`src/rtl/controlador_vitais_pkg.sv`:
```
// ============================================================================
// controlador_vitais_pkg : pet state encodings and sequencer state types
// Rev 1.0
// ============================================================================
`default_nettype none

package controlador_vitais_pkg;

    localparam logic [3:0] ESTADO_IDLE       = 4'b0000;
    localparam logic [3:0] ESTADO_DORMINDO   = 4'b0001;
    localparam logic [3:0] ESTADO_COMENDO    = 4'b0010;
    localparam logic [3:0] ESTADO_DANDO_AULA = 4'b0100;
    localparam logic [3:0] ESTADO_MORTO      = 4'b1000;

    typedef enum logic [2:0] {
        SEQ_ESPERA   = 3'd0,
        SEQ_FOME     = 3'd1,
        SEQ_ENERGIA  = 3'd2,
        SEQ_CONHEC   = 3'd3,
        SEQ_VERIFICA = 3'd4
    } seq_t;

    typedef enum logic [2:0] {
        PET_IDLE     = 3'd0,
        PET_DORMINDO = 3'd1,
        PET_COMENDO  = 3'd2,
        PET_AULA     = 3'd3,
        PET_MORTO    = 3'd4
    } pet_t;

    // Anything that is not a legal one-hot code behaves as IDLE.
    function automatic pet_t decodifica_estado(input logic [3:0] e);
        pet_t p;
        case (e)
            ESTADO_DORMINDO:   p = PET_DORMINDO;
            ESTADO_COMENDO:    p = PET_COMENDO;
            ESTADO_DANDO_AULA: p = PET_AULA;
            ESTADO_MORTO:      p = PET_MORTO;
            default:           p = PET_IDLE;
        endcase
        return p;
    endfunction

endpackage

`default_nettype wire

```
`src/rtl/controlador_vitais_divisor_tick.sv`:
```
// ============================================================================
// divisor_tick : free-running prescaler, one-cycle registered tick per period
// Rev 1.0
// ============================================================================
`default_nettype none

module divisor_tick #(
    parameter int TICK_DIV = 50_000_000
) (
    input  logic clk,
    input  logic rst_n,
    output logic tick
);

    localparam int CW = (TICK_DIV > 2) ? $clog2(TICK_DIV) : 1;
    localparam logic [CW-1:0] c_ultimo = CW'(TICK_DIV - 1);

    logic [CW-1:0] cnt_d, cnt_q;
    logic          tick_d, tick_q;

    // tick is registered alongside the count so it is high exactly while cnt_q is the last value
    always_comb begin
        cnt_d  = (cnt_q == c_ultimo) ? '0 : cnt_q + CW'(1);
        tick_d = (cnt_d == c_ultimo);
    end

    always_ff @(posedge clk or negedge rst_n) begin
        if (!rst_n) begin
            cnt_q  <= '0;
            tick_q <= 1'b0;
        end else begin
            cnt_q  <= cnt_d;
            tick_q <= tick_d;
        end
    end

    assign tick = tick_q;

endmodule

`default_nettype wire

```
`src/rtl/controlador_vitais.sv`:
```
// ============================================================================
// controlador_vitais : pet vital levels updated one per cycle on each game tick
// Rev 1.0
// ============================================================================
`default_nettype none

module controlador_vitais
    import controlador_vitais_pkg::*;
#(
    parameter int TICK_DIV      = 50_000_000,
    parameter int W             = 4,
    parameter int ESQUECE_TICKS = 4
) (
    input  logic         clk,
    input  logic         rst_n,
    input  logic [3:0]   estado,
    output logic [W-1:0] fome,
    output logic [W-1:0] energia,
    output logic [W-1:0] conhecimento,
    output logic         morreu,
    output logic         tick
);

    localparam int EW = $clog2(ESQUECE_TICKS + 1);
    localparam logic [W-1:0]  c_max     = '1;
    localparam logic [W-1:0]  c_um      = W'(1);
    localparam logic [W-1:0]  c_dois    = W'(2);
    localparam logic [EW-1:0] c_esquece = EW'(ESQUECE_TICKS);

    function automatic logic [W-1:0] sat_add(input logic [W-1:0] v, input logic [W-1:0] d);
        logic [W:0] s;
        s = {1'b0, v} + {1'b0, d};
        return s[W] ? c_max : s[W-1:0];
    endfunction

    function automatic logic [W-1:0] sat_sub(input logic [W-1:0] v, input logic [W-1:0] d);
        return (v < d) ? '0 : v - d;
    endfunction

    logic w_tick;

    divisor_tick #(.TICK_DIV(TICK_DIV)) u_divisor (
        .clk   (clk),
        .rst_n (rst_n),
        .tick  (w_tick)
    );

    seq_t          seq_d, seq_q;
    logic [3:0]    est_d, est_q;
    logic [EW-1:0] esq_d, esq_q;
    logic [W-1:0]  fome_d, fome_q;
    logic [W-1:0]  energia_d, energia_q;
    logic [W-1:0]  conhec_d, conhec_q;
    logic          morreu_d, morreu_q;
    logic [EW-1:0] w_esq_inc;
    pet_t          w_pet;
    logic          w_congelado;

    always_comb begin
        seq_d       = seq_q;
        est_d       = est_q;
        esq_d       = esq_q;
        fome_d      = fome_q;
        energia_d   = energia_q;
        conhec_d    = conhec_q;
        morreu_d    = morreu_q;
        w_pet       = decodifica_estado(est_q);
        w_congelado = morreu_q || (w_pet == PET_MORTO);
        w_esq_inc   = esq_q + EW'(1);

        case (seq_q)
            SEQ_ESPERA: begin
                if (w_tick) begin
                    est_d = estado;
                    seq_d = SEQ_FOME;
                end
            end
            SEQ_FOME: begin
                if (!w_congelado) begin
                    fome_d = (w_pet == PET_COMENDO) ? sat_sub(fome_q, c_dois)
                                                    : sat_add(fome_q, c_um);
                end
                seq_d = SEQ_ENERGIA;
            end
            SEQ_ENERGIA: begin
                if (!w_congelado) begin
                    case (w_pet)
                        PET_DORMINDO: energia_d = sat_add(energia_q, c_dois);
                        PET_AULA:     energia_d = sat_sub(energia_q, c_dois);
                        default:      energia_d = sat_sub(energia_q, c_um);
                    endcase
                end
                seq_d = SEQ_CONHEC;
            end
            SEQ_CONHEC: begin
                if (!w_congelado) begin
                    if (w_pet == PET_AULA) begin
                        conhec_d = sat_add(conhec_q, c_um);
                        esq_d    = '0;
                    end else if (w_esq_inc == c_esquece) begin
                        conhec_d = sat_sub(conhec_q, c_um);
                        esq_d    = '0;
                    end else begin
                        esq_d    = w_esq_inc;
                    end
                end
                seq_d = SEQ_VERIFICA;
            end
            SEQ_VERIFICA: begin
                if ((fome_q == c_max) || (energia_q == '0)) begin
                    morreu_d = 1'b1;
                end
                seq_d = SEQ_ESPERA;
            end
            default: seq_d = SEQ_ESPERA;
        endcase
    end

    always_ff @(posedge clk or negedge rst_n) begin
        if (!rst_n) begin
            seq_q     <= SEQ_ESPERA;
            est_q     <= ESTADO_IDLE;
            esq_q     <= '0;
            fome_q    <= '0;
            energia_q <= c_max;
            conhec_q  <= '0;
            morreu_q  <= 1'b0;
        end else begin
            seq_q     <= seq_d;
            est_q     <= est_d;
            esq_q     <= esq_d;
            fome_q    <= fome_d;
            energia_q <= energia_d;
            conhec_q  <= conhec_d;
            morreu_q  <= morreu_d;
        end
    end

    assign fome         = fome_q;
    assign energia      = energia_q;
    assign conhecimento = conhec_q;
    assign morreu       = morreu_q;
    assign tick         = w_tick;

endmodule

`default_nettype wire

```
`config.mk`:
```
export PLATFORM = sky130hd
export DESIGN_NAME = controlador_vitais
export DESIGN_NICKNAME = d
export VERILOG_FILES = /design/src/rtl/controlador_vitais_pkg.sv /design/src/rtl/controlador_vitais_divisor_tick.sv /design/src/rtl/controlador_vitais.sv
export SDC_FILE = /design/constraint.sdc
export NUM_CORES = 1
export LEC_CHECK = 0
export ABC_AREA = 1
export CAP_MARGIN = 0
export CORE_UTILIZATION = 45
export DETAILED_ROUTE_END_ITERATION = 10
export GPL_TIMING_DRIVEN = 0
export PLACE_DENSITY = 0.75
export SYNTH_ARGS = -nofsm -noshare
export SYNTH_HDL_FRONTEND = slang
export SYNTH_SLANG_ARGS = --single-unit
```
`constraint.sdc`:
```
create_clock -name clk -period 1.5 [get_ports clk]
set_clock_uncertainty 0.1 [all_clocks]
set_input_delay 0.375 -clock clk [delete_from_list [all_inputs] [get_ports clk]]
set_output_delay 0.375 -clock clk [all_outputs]
set_load 0.01 [all_outputs]
```
# Word level (Yosys, flattened, before mapping)
# Index checks and enable logic that the tools add are counted.
[op_classes]
n_bitwise = 1
order_cmp = 4
n_eq_ne = 17
n_mux = 17
n_reduce_logical = 11
add_sub_neg = 9
[op_table]
columns = ["op", "n"]
rows = [
  ["26-bit == test, second input constant", 2],
  ["4-bit two-way mux", 10],
  ["26-bit by 1-bit adder with 26-bit output, second input constant", 1],
  ["26-bit two-way mux", 1],
  ["3-bit case mux with 4 select lines", 2],
  ["3-bit by 2-bit == test with 1-bit output, second input constant", 4],
  ["4-bit by 1-bit adder with 5-bit output, second input constant", 2],
  ["2-bit AND reduction", 5],
  ["3-bit == test, second input constant", 3],
  ["3-bit two-way mux", 3],
  ["4-bit == test, second input constant", 2],
  ["4-bit by 1-bit < comparator with 1-bit output, second input constant", 2],
  ["4-bit by 2-bit < comparator with 1-bit output, second input constant", 2],
  ["4-bit case mux with 2 select lines", 1],
  ["4-bit by 1-bit subtractor with 4-bit output, second input constant", 2],
  ["4-bit by 2-bit subtractor with 4-bit output, second input constant", 2],
  ["3-bit by 1-bit == test with 1-bit output, second input constant", 2],
  ["4-bit by 2-bit adder with 5-bit output, second input constant", 1],
  ["4-bit by 1-bit == test with 1-bit output, second input constant", 1],
  ["4-bit by 2-bit == test with 1-bit output, second input constant", 1],
  ["4-bit by 3-bit == test with 1-bit output, second input constant", 1],
  ["4-bit zero test", 1],
  ["3-bit by 1-bit adder with 3-bit output, second input constant", 1],
  ["3-bit zero test", 1],
  ["5 further kinds", 6],
]
[word_totals]
ff_bits = 50
out_inout_bits = 14
input_bits = 6
wordCells = 68

# Depth between registers and ports, before layout
[depth]
word_depth = 6
depth_mapped = 14
depth_no_buf = 14

# Modules after synthesis
# A second synthesis with hierarchy kept.
[unflattened]
cells_unflattened = 502
hier_area_um2 = 3424.5
[by_module_without_submodules]
columns = ["mod", "cells_per_inst", "area_each_um2", "instances", "seq_area_each_um2"]
rows = [
  ["divisor_tick", 266, 1793.0, 1, 675.6],
  ["controlador_vitais", 236, 1631.6, 1, 580.6],
]

# Worst setup path after synthesis
# OpenSTA, ideal clock, no wires.
[synth_path]
path_kind = "reg2reg"
start = "register u_divisor.cnt_q[0]"
end = "register u_divisor.tick_q, in the netlist u_divisor.tick"
setup_slack_ns = -0.151
setup_ns = 0.071
arrival_time_ns = 1.480
n_path_buf = 0
t_required_ns = 1.329
synth_period_minus_slack_ns = 1.651
stages_incl_launch_ff = 14
cell_sequence = "dfrtp_1 > ha_1 > nand3_2 > inv_2 > nand2_4 > nor2_4 > nand2_2 > nand2_1 > nand2_1 > nor2_2 > nand2_1 > nor2_1 > nand3_1 > nor2_1"
[synth_via]
elab_chain_cells = 3
word_cells_on_any_way = 4
cone_classes = "add/sub: 1; eq/ne: 2; mux: 1"
[synth_rtl]
columns = ["item", "line_no", "source"]
rows = [
  ["from (decl)", "controlador_vitais_divisor_tick.sv:18", "logic [CW-1:0] cnt_d, cnt_q;"],
  ["from (signal assigned)", "controlador_vitais_divisor_tick.sv:32", "cnt_q <= cnt_d;"],
  ["26-bit by 1-bit adder with 26-bit output / 26-bit == test (equally long branches)", "controlador_vitais_divisor_tick.sv:23", "cnt_d = (cnt_q == c_ultimo) ? '0 : cnt_q + CW'(1);"],
  ["26-bit two-way mux *", "controlador_vitais_divisor_tick.sv:23", ""],
  ["net u_divisor.cnt_d[20]", "controlador_vitais_divisor_tick.sv:18", ""],
  ["26-bit == test *", "controlador_vitais_divisor_tick.sv:24", "tick_d = (cnt_d == c_ultimo);"],
  ["net u_divisor.tick_d", "controlador_vitais_divisor_tick.sv:19", "logic tick_d, tick_q;"],
  ["to (signal assigned)", "controlador_vitais_divisor_tick.sv:33", "tick_q <= tick_d;"],
  ["to (decl)", "controlador_vitais_divisor_tick.sv:19", ""],
]
# The timed path passes the listed nets; every way through them passes the cells marked *.
# A chain may end at the register's enable or synchronous reset.

# Final worst setup path
[layout_path]
start = "register u_divisor.cnt_q[0]"
end = "register u_divisor.cnt_q[0]"
[layout_via]
elab_chain_cells = 2
word_cells_on_any_way = 3
cone_classes = "add/sub: 1; eq/ne: 1; mux: 1"
[layout_rtl]
columns = ["item", "line_no"]
rows = [
  ["26-bit by 1-bit adder with 26-bit output / 26-bit == test (equally long branches)", "controlador_vitais_divisor_tick.sv:23"],
  ["26-bit two-way mux *", "controlador_vitais_divisor_tick.sv:23"],
  ["net u_divisor.cnt_d[0]", "controlador_vitais_divisor_tick.sv:18"],
]
# Marked as above.

==> key figures <==
Clock tree
  – H-tree levels: 2
  – Max Root-Sink Buffers: 2
  – Worst skew pair latency: 0.31 ns
  – CTS tree: yes
  – Total clock sinks: 50
  – CTS Root Cell: clkbuf_8
  – Clk slew on worst S/H paths: 0.10 ns
  – CTS buffer count: 5

STA
  – Min cycle time layout: 1.84 ns
  – Final-report setup violation count: 28
  – TNS Setup: -4.71 ns
  – Unrepaired setup endpoints after global routing: true
  – Fin crit share: 1.22
  – Final Slew Violations: 0
  – Final Hold Viols: 0
  – Setup ws final: -0.336 ns
  – Max Fclk: 0.545 GHz
  – Worst-Margin Slew: 0.572 ns
  – Max-slew headroom: 0.618

Synth
  – Top cells by count, synth: nand2_1 (98), nor2_1 (68), inv_1 (63)
  – Synthesized area per cell: 7.28 um^2
  – Main synth FF type: dfrtp_1
  – Syn nets: 450
  – Synth Cell Area: 3140 um^2
  – Count of cell types in the netlist: 39
  – Number of synthesized register bits: 50
  – Area leader, netlist: dfrtp_1
  – Top-count cell post-synth: nand2_1
  – Yosys top cell area share: 0.367
  – Seq/Total Area, Yosys: 0.400
  – Post-synth EDFFs: 0
  – Largest cells by area after synthesis: dfrtp_1 (37%), nand2_1 (12%), nor2_1 (8.1%)
  – Post-synthesis async set-or-reset flop share: 1.00
  – Cells after Synth: 431
  – Synth warn: 0

Power and ir drop
  – Power share of the clock group: 0.418
  – Sw frac: 0.225
  – Combinational fraction of design power: 0.038
  – VDD IR max: 0.374 mV
  – Power share of the sequential group: 0.544
  – PD cells: 580 nW/um^2
  – Pint: 1940 uW
  – Net Sw Power: 563 uW
  – Lkg Pwr: 0.00207 uW

Placement
  – Port Buffers: 19
  – Post-DP HPWL: 4810 um
  – Final GP Congestion: 0.869

Critical path
  – Reg-to-Reg Start: u_divisor.cnt_q[0]
  – CP endpoint kind: flop
  – CP Data Required Time: 1.61 ns
  – Crit path DAT: 1.95 ns
  – Crit path kind: reg -> reg
  – FF-to-FF End: u_divisor.cnt_q[0]
  – Maximum net fanout on the critical path: 6
  – R2r setup slk: -0.34 ns
  – Worst reg-to-reg path cell count: 11
  – Critical path launch point type: flop

Floorplanning
  – Die ar.: 7310 um^2
  – I/O pin cnt: 20
  – Site Rows: 30
  – Die width: 85.5 um
  – Core area: 6760 um^2
  – Starting Density: 0.465
  – Die height: 85.5 um

Detailed routing
  – Via Count: 3,082
  – DRC viols: 0
  – DR vias/cell: 5.33
  – Drt pass-1 iters: 4
  – Routed wire length: 7810 um
  – Routed wire per std cell: 13.5 um
  – Initial drt markers: 121
  – Residual antenna-violating net count after detailed routing: 0

Outcome
  – Failing checks: negative setup slack
  – Status: finished, violations left

Global routing
  – Largest net degree at the start of global routing: 28
  – GRT Total Usage: 0.217
  – Vias in the first global route: 2,956
  – First-pass GRT wire length: 12,700 um
  – Initial antenna violation count: 0
  – GRT overflow: 0

Layout
  – Final antenna diode count: 0
  – Fraction of layout cells with a size suffix above 1: 0.337
  – Fillers: 530
  – Final core occ: 0.639
  – P&R area growth vs syn: 37.4%
  – Nets@finish: 516

Worst hold path
  – Hold Path Depth: 2
  – Min-delay src: esq_q[1]
  – Hold Path Class: reg -> reg
  – Hold Crit Endpoint: esq_q[1]

Job
  – Max-capacitance violation count: 0
per-stage QoR:
stage / area, um^2 / cells / hold WS, ns / worst slack, ns / total power, uW
after detailed placement: 3480 / 531 / 0.303 / -0.343 / 1450
after global placement: 3460 / 530 / 0.393 / -1.48 / 1440
after CTS: 4010 / 569 / 0.427 / -0.298 / 2500
after floorplan: 3170 / 431 / -0.0206 / -0.117 / 1400
after global routing: 4310 / 578 / 0.476 / -0.473 / 2590
final: 4310 / 578 / 0.456 / -0.336 / 2500
critical path, cell delays in order (launching register included):
cell and delay [ns]:
dfrtp_1 0.41, ha_4 0.17, nand3_4 0.10, nor2_4 0.18, buf_6 0.14, nand2_4 0.05, nor2_4 0.11, nand2_4 0.09
buf_4 0.16, buf_8 0.13, inv_8 0.06, nor2_2 0.03
cell usage in the layout (no fill, tap or decap), drive strengths merged, types with 2 or more instances in the layout:
cell,synthesis,final
a21oi,16,16
a31oi,2,2
buf,1,44
clkbuf,1,9
clkdlybuf4s15,0,3
clkdlybuf4s50,0,4
dfrtp,46,46
dfstp,4,4
dlygate4sd2,0,5
ha,13,13
inv,65,67
nand2,102,102
nand3,32,32
nand4,5,5
nor2,79,79
nor3,7,7
o21ai,29,29
o21bai,2,2
o22ai,3,3
xor2,10,10
how the worst max path moves through the flow:
| stage | slack [ns] | startpoint | endpoint |
|---|---|---|---|
| final | -0.34 | u_divisor.cnt_q[0] | u_divisor.cnt_q[0] |
| after global routing | -0.47 | u_divisor.cnt_q[0] | u_divisor.tick |
| after CTS | -0.30 | u_divisor.cnt_q[0] | u_divisor.tick |
| after detailed placement | -0.34 | u_divisor.cnt_q[0] | u_divisor.tick |
| after global placement | -1.48 | rst_n | u_divisor.cnt_q[21] |
| after floorplan | -0.12 | u_divisor.cnt_q[0] | u_divisor.tick |
power groups by stage:
stage               Combinational [uW]  Sequential (uW)  Clock [uW]
floorplan                         17.8             1380           0
global route                       107             1360        1120
detailed placement                67.5             1380           0
finish                            95.9             1360        1050
global placement                  60.6             1380           0
CTS                               80.2             1360        1060
layer usage:
metal / vias up / part of all wire / GRT usage
li1: 1514 / - / -
met1: 1477 / 0.43 / 0.260
met2: 75 / 0.51 / 0.388
met3: 16 / 0.030 / 0.0308
met4: 0 / 0.024 / 0.0924
met5: - / 0 / 0
registers in the layout, summed over array words and instances, names as in the netlist:
| register | cells |
|---|---|
| esq_q | 3 |
| fome | 4 |
| u_divisor.tick | 1 |
| est_q | 4 |
| u_divisor.cnt_q | 26 |
| conhecimento | 4 |
| energia | 4 |
| morreu | 1 |
| seq_q | 3 |
cells by family after synthesis:
logic type	count (synthesis)	share of synthesized area
xor gates and xnor gates	11	0.0307
adders and majority gates	13	0.0518
and+or+nand+nor	230	0.328
DFF	50	0.400
buffers and inverters	68	0.0817
muxes	1	0.00359
AOI/OAI and AO/OA	58	0.104
final cells by class:
class / count / area (um^2) / area share
clock buffers: 6 / 82.6 / 0.0191
flip-flops and latches: 50 / 1260 / 0.293
clock inverters: 2 / 38.8 / 0.00899
repair inverters: 1 / 11.3 / 0.00261
plain buffers: 2 / 12.5 / 0.00290
multi-input cells: 313 / 2030 / 0.471
repair buffers: 58 / 502 / 0.116
inverters: 66 / 273 / 0.0632
well taps: 80 / 100 / 0.0232
repair_timing:
action | CTS | global route
setup endpoints to repair | 43 | 41
hold buffers | 1 | 0
pin swaps | 25 | 11
cloned | 1 | 0
buffers inserted | 28 | 10
endpoints found under the hold margin | 19 | 0
gates resized for setup | 95 | 66
Note: power is estimated with default switching activity, not from simulation.
